$ cat src/rtl/wb_led_chaser_pkg.sv
// Shared types and helpers for the LED chaser Wishbone master.
// FSM state encoding, chase direction constants and counter sizing.
package wb_led_chaser_pkg;

   typedef enum logic [2:0] {
      ST_IDLE  = 3'd0,
      ST_WRITE = 3'd1,
      ST_GAP   = 3'd2,
      ST_READ  = 3'd3,
      ST_CHECK = 3'd4
   } state_t;

   localparam logic DIR_LEFT  = 1'b0;
   localparam logic DIR_RIGHT = 1'b1;

   // Bits needed to hold values 0..max_val, never less than one.
   function automatic int cnt_bits(input int max_val);
      return (max_val < 2) ? 1 : $clog2(max_val + 1);
   endfunction

endpackage

$ cat src/rtl/wb_led_chaser_tick_gen.sv
// Prescaler: single-cycle o_tick every PERIOD clocks while i_en is high, counter parked at 0 otherwise.
// Latency: tick is combinational from the count; no backpressure, ticks are never held.
module wb_led_chaser_tick_gen
   import wb_led_chaser_pkg::*;
#(
   parameter int PERIOD = 1000
) (
   input  logic i_clk,
   input  logic i_rst,
   input  logic i_en,
   output logic o_tick
);

   localparam int              CW   = cnt_bits(PERIOD - 1);
   localparam logic [CW-1:0]   LAST = CW'(PERIOD - 1);

   logic [CW-1:0] r_cnt;
   logic          w_at_last;

   assign w_at_last = (r_cnt == LAST);
   assign o_tick    = i_en && w_at_last;

   always_ff @(posedge i_clk) begin
      if (i_rst || !i_en || w_at_last)
         r_cnt <= '0;
      else
         r_cnt <= r_cnt + 1'b1;
   end

endmodule

$ cat src/rtl/wb_led_chaser.sv
// Wishbone master: on each tick writes the chase pattern, reads it back and compares; sticky mismatch/timeout flags.
// Latency: tick to stb 1 clock; WRITE/READ stall until ack or TIMEOUT clocks, ticks arriving while busy are dropped.
module wb_led_chaser
   import wb_led_chaser_pkg::*;
#(
   parameter int WIDTH   = 8,
   parameter int ENABLES = WIDTH / 8,
   parameter int PERIOD  = 1000,
   parameter int TIMEOUT = 15,
   parameter int BOUNCE  = 0
) (
   input  logic               wb_clk_i,
   input  logic               wb_rst_i,
   input  logic               enable_i,
   output logic               wb_cyc_o,
   output logic               wb_stb_o,
   output logic               wb_we_o,
   output logic [ENABLES-1:0] wb_sel_o,
   output logic [WIDTH-1:0]   wb_dat_o,
   input  logic               wb_ack_i,
   input  logic [WIDTH-1:0]   wb_dat_i,
   output logic [WIDTH-1:0]   pattern_o,
   output logic               mismatch_o,
   output logic               timeout_o,
   output logic               busy_o
);

   localparam logic [ENABLES-1:0] SEL_ALL = {ENABLES{1'b1}};
   localparam int                 TW      = cnt_bits(TIMEOUT);
   localparam logic [TW-1:0]      TO_LAST = TW'(TIMEOUT - 1);

   state_t           r_state;
   state_t           w_next;
   logic             w_tick;
   logic             w_stb;
   logic             w_expire;
   logic [TW-1:0]    r_to_cnt;
   logic [WIDTH-1:0] r_pattern;
   logic [WIDTH-1:0] r_rdata;
   logic [WIDTH-1:0] w_pat_next;
   logic             r_dir;
   logic             w_dir_next;
   logic             w_go_right;
   logic             r_mismatch;
   logic             r_timeout;

   wb_led_chaser_tick_gen #(.PERIOD(PERIOD)) u_tick (
      .i_clk  (wb_clk_i),
      .i_rst  (wb_rst_i),
      .i_en   (enable_i),
      .o_tick (w_tick)
   );

   assign w_stb    = (r_state == ST_WRITE) || (r_state == ST_READ);
   // An ack in the final allowed clock still completes the access.
   assign w_expire = w_stb && !wb_ack_i && (r_to_cnt == TO_LAST);

   always_ff @(posedge wb_clk_i) begin
      if (wb_rst_i)
         r_state <= ST_IDLE;
      else
         r_state <= w_next;
   end

   always_comb begin
      w_next = r_state;
      case (r_state)
         ST_IDLE:  if (w_tick) w_next = ST_WRITE;
         ST_WRITE: if (wb_ack_i) w_next = ST_GAP;
                   else if (w_expire) w_next = ST_IDLE;
         ST_GAP:   w_next = ST_READ;
         ST_READ:  if (wb_ack_i) w_next = ST_CHECK;
                   else if (w_expire) w_next = ST_IDLE;
         ST_CHECK: w_next = ST_IDLE;
         default:  w_next = ST_IDLE;
      endcase
   end

   always_comb begin
      wb_cyc_o = 1'b0;
      wb_stb_o = 1'b0;
      wb_we_o  = 1'b0;
      wb_sel_o = '0;
      wb_dat_o = '0;
      case (r_state)
         ST_WRITE: begin
            wb_cyc_o = 1'b1;
            wb_stb_o = 1'b1;
            wb_we_o  = 1'b1;
            wb_sel_o = SEL_ALL;
            wb_dat_o = r_pattern;
         end
         ST_READ: begin
            wb_cyc_o = 1'b1;
            wb_stb_o = 1'b1;
            wb_sel_o = SEL_ALL;
         end
         default: ;
      endcase
   end

   // Per-access wait counter; idle/gap states between accesses clear it.
   always_ff @(posedge wb_clk_i) begin
      if (wb_rst_i || !w_stb)
         r_to_cnt <= '0;
      else if (!wb_ack_i)
         r_to_cnt <= r_to_cnt + 1'b1;
   end

   always_comb begin
      w_go_right = (r_dir == DIR_RIGHT) ? !r_pattern[0] : r_pattern[WIDTH-1];
      w_pat_next = r_pattern;
      w_dir_next = r_dir;
      if (WIDTH > 1) begin
         if (BOUNCE != 0) begin
            w_pat_next = w_go_right ? (r_pattern >> 1) : (r_pattern << 1);
            w_dir_next = w_go_right ? DIR_RIGHT : DIR_LEFT;
         end else begin
            w_pat_next = (r_pattern << 1) | (r_pattern >> (WIDTH - 1));
         end
      end
   end

   always_ff @(posedge wb_clk_i) begin
      if (wb_rst_i) begin
         r_pattern  <= WIDTH'(1);
         r_dir      <= DIR_LEFT;
         r_rdata    <= '0;
         r_mismatch <= 1'b0;
         r_timeout  <= 1'b0;
      end else begin
         if (r_state == ST_READ && wb_ack_i)
            r_rdata <= wb_dat_i;
         if (r_state == ST_CHECK) begin
            if (r_rdata != r_pattern)
               r_mismatch <= 1'b1;
            r_pattern <= w_pat_next;
            r_dir     <= w_dir_next;
         end
         if (w_expire)
            r_timeout <= 1'b1;
      end
   end

   assign pattern_o  = r_pattern;
   assign mismatch_o = r_mismatch;
   assign timeout_o  = r_timeout;
   assign busy_o     = (r_state != ST_IDLE);

endmodule

$ cat config.mk
export PLATFORM = sky130hd
export DESIGN_NAME = wb_led_chaser
export DESIGN_NICKNAME = d
export VERILOG_FILES = /design/src/rtl/wb_led_chaser_pkg.sv /design/src/rtl/wb_led_chaser_tick_gen.sv /design/src/rtl/wb_led_chaser.sv
export SDC_FILE = /design/constraint.sdc
export NUM_CORES = 1
export LEC_CHECK = 0
export ABC_AREA = 0
export BUFFER_PORTS_ARGS = -buffer_cell sky130_fd_sc_hd__buf_2
export CORE_ASPECT_RATIO = 0.8
export CORE_UTILIZATION = 50
export DETAILED_ROUTE_END_ITERATION = 8
export PLACE_DENSITY = 0.75
export SYNTH_ARGS = -nofsm -noshare
export SYNTH_HDL_FRONTEND = slang
export SYNTH_SLANG_ARGS = --single-unit
$ cat constraint.sdc
create_clock -name wb_clk_i -period 3.1 [get_ports wb_clk_i]
set_clock_uncertainty 0.15 [all_clocks]
set_input_delay 0.465 -clock wb_clk_i [delete_from_list [all_inputs] [get_ports wb_clk_i]]
set_output_delay 0.465 -clock wb_clk_i [all_outputs]
set_load 0.02 [all_outputs]
==> results.ini <==
[final_layout]
fill_cells=238
final_common_cell=nand2_1
area_delta_synth_final_pct=16.0
antenna_cells=0
nNetsFinal=235
final_cells=257
drive_gt1_frac=0.187
final_area_um2=1780
mostFrequentLayoutCells=nand2_1, dfxtp_1, buf_2

[timing]
slew_violations=0
hold_viol=0
tightest_slew_ns=0.499
max_freq_mhz=408
finalCritPeriodShare=0.791
setup_tns_ns=0
whs_ns=0.266
period_minus_slack_ns=2.45
rsz0062_at_grt=no
finalSetupViolCount=0
slew_headroom=0.666

[clocking]
cts.hold.buffers_added=0
htree_levels=2
cts-root-buf=clkbuf_8
cts_tree=built
cts_resized=0
clk_path_buf_depth=2
cts_buffers=5
clkTransAtPathRegs_ns=0.06
clk_latency_ns=0.28
clock-sinks=35
cts_setup_buffers=0

[synthesis]
yosysSeqAreaShare=0.456
synthCells=188
yosys_warnings=0
synth_seq_cells=35
synth_area_um2=1540
synth_compound_area_frac=0.108
synth_adder_area_share=0.0244
synth_top_family_by_area=simple AND/OR/NAND/NOR gates
synth_xor_xnor_area_share=0.0970
syn_avg_cell_area_um2=8.17
syn_nets=203
yosys.area_share.simple=0.270
synthMuxAreaShare=0
yosysUniqueCellTypes=31

[die]
core-area_um2=2830
start_util=0.543
dieArea_um2=3300
die_x_um=64.0
rows=17
dieHeight_um=51.6
ioPinCount=35

[worst_setup_path]
crit_chain=nor2b_1, nor2b_1, and2_1, buf_2
endpoint=wb_dat_o[1]
startpoint_type=flop
slowest_stage=nor2b_1
critPathLaunch=r_state[0]$_SDFFE_PP0P_
path_depth=4
reg2reg_slack_ns=1.36
rr_worst_depth=4
path_max_fanout=9
critPathMaxStageDelay_ns=0.43
worstPathRequired_ns=2.48
crit_type=reg -> out
critPathTopFamily=simple AND/OR/NAND/NOR gates
reg2reg_to=u_tick.r_cnt[5]$_SDFF_PP0_
endpoint_kind=output port
path_buf_inv=1
r2r_start=u_tick.r_cnt[0]$_SDFF_PP0_
cp.arrival_ns=1.84
crit_top_cell=nor2b_1

[drt]
avgViaCountPerCell=5.01
drt-total-wl_mm=2.98
first_iter_violations=38
wl_met3_um=192
wl_per_cell_um=11.6
vias=1288
wl_met2_mm=1.30
drt_first_pass_iters=4
highest_layer=met4
wl_met1_mm=1.45
ant_nets=0
post-route-drc-count=0

[grt]
antenna_found_initial=0
grt.overflow.total=0
grtUsageTotal=0.198
grt_max_degree=24
grt_pass1_vias=1090
grt_pass1_wl_mm=4.86

[status]
status=finished clean

[power_and_ir_drop]
clockPowerShare=0.385
ir_drop_mv=0.268
p_switching_mw=0.158
swShare=0.207
power.density_nw_per_um2=431
p_int_mw=0.608
seq_power_share=0.590
comb_power_share=0.025
power.leakage_nw=0.701

[placed_design]
place_area_um2=1710
dp_cells=251
gp_congestion=0.746
place_hpwl_mm=2.19
io_buffers=34

[worst_hold_path]
hold_depth=3
min_path_type=in -> reg

[run]
maxCapViolCount=0

-- worst min-delay path, stage by stage --
cell and delay [ns]:
buf_2 0.10, nand2_1 0.04, a21oi_1 0.05
-- cell type report --
class | instances | area (um2) | area share
multi-input combinational | 138 | 767 | 0.431
sequential | 35 | 701 | 0.394
timing repair buffer | 34 | 170 | 0.0956
clock buffer | 6 | 72.6 | 0.0408
tap | 38 | 47.5 | 0.0267
inverter | 6 | 22.5 | 0.0126
-- synthesized netlist by cell type --
cell type  instances  area (um2)
a2111oi_0          1        8.76
a21oi_1           19        95.1
a311oi_1           1        8.76
a31oi_1            2        12.5
and2_1             9        56.3
and3_1             2        12.5
buf_2              3        15.0
buf_4              2        15.0
clkbuf_1           4        15.0
dfxtp_1           35         701
ha_1               3        37.5
inv_1              6        22.5
nand2_1           39         146
nand2b_1           2        12.5
nand3_1            3        15.0
nand3_2            1        10.0
nand3b_1           1        7.51
nand4_1            5        31.3
nor2_1            19        71.3
nor2b_1            3        18.8
nor3_1             1        5.00
nor4_1             1        6.26
o211ai_1           1        7.51
o21a_1             1        7.51
o21ai_0            2        10.0
o21bai_1           1        7.51
o31a_1             1        8.76
or2_4              1        8.76
or3_1              2        12.5
xnor2_1           12         105
xor2_1             5        43.8
-- per-stage QoR --
stage	power, mW	utilization	setup WS, ns
finish	0.767	0.629	0.649
global route	0.791	0.629	0.488
CTS	0.771	0.629	0.640
detailed placement	0.481	0.604	0.940
global placement	0.481	0.604	1.06
floorplan	0.472	-	1.05
-- per-layer routing --
metal  GRT usage  up-vias
met5           0        -
met4      0.0795        0
met3      0.0636        6
met2       0.312       37
met1       0.253      571
li1            -      674
-- flip-flops by register name (all words and copies together), names as in the netlist --
name,count
r_state,3
r_rdata,8
u_tick.r_cnt,10
r_to_cnt,4
mismatch_o,1
timeout_o,1
pattern_o,8
-- worst min-delay path by stage --
stage | from | to | slack [ns]
floorplan | u_tick.r_cnt[0]$_SDFF_PP0_ | u_tick.r_cnt[0]$_SDFF_PP0_ | 0.28
global placement | mismatch_o$_SDFFE_PP0P_ | mismatch_o$_SDFFE_PP0P_ | 0.28
detailed placement | timeout_o$_SDFFE_PP0P_ | timeout_o$_SDFFE_PP0P_ | 0.30
CTS | wb_dat_i[2] | r_rdata[2]$_SDFFE_PP0P_ | 0.27
global route | wb_dat_i[2] | r_rdata[2]$_SDFFE_PP0P_ | 0.26
finish | wb_dat_i[2] | r_rdata[2]$_SDFFE_PP0P_ | 0.27
-- cells by family after synthesis --
group,Yosys count
adders and majority gates,3
AOI/OAI and AO/OA,29
buffers and inverters,15
DFF,35
and+or+nand+nor,89
xor gates and xnor gates,17
-- power by group through the flow --
| stage | clock (mW) | sequential, mW | combinational (mW) |
|---|---|---|---|
| after floorplan | 0 | 0.462 | 0.0101 |
| after global placement | 0 | 0.462 | 0.0186 |
| after detailed placement | 0 | 0.462 | 0.0191 |
| after CTS | 0.299 | 0.452 | 0.0194 |
| after global routing | 0.317 | 0.452 | 0.0222 |
| final | 0.295 | 0.452 | 0.0192 |
No activity file was read; power rests on OpenSTA's default activity.
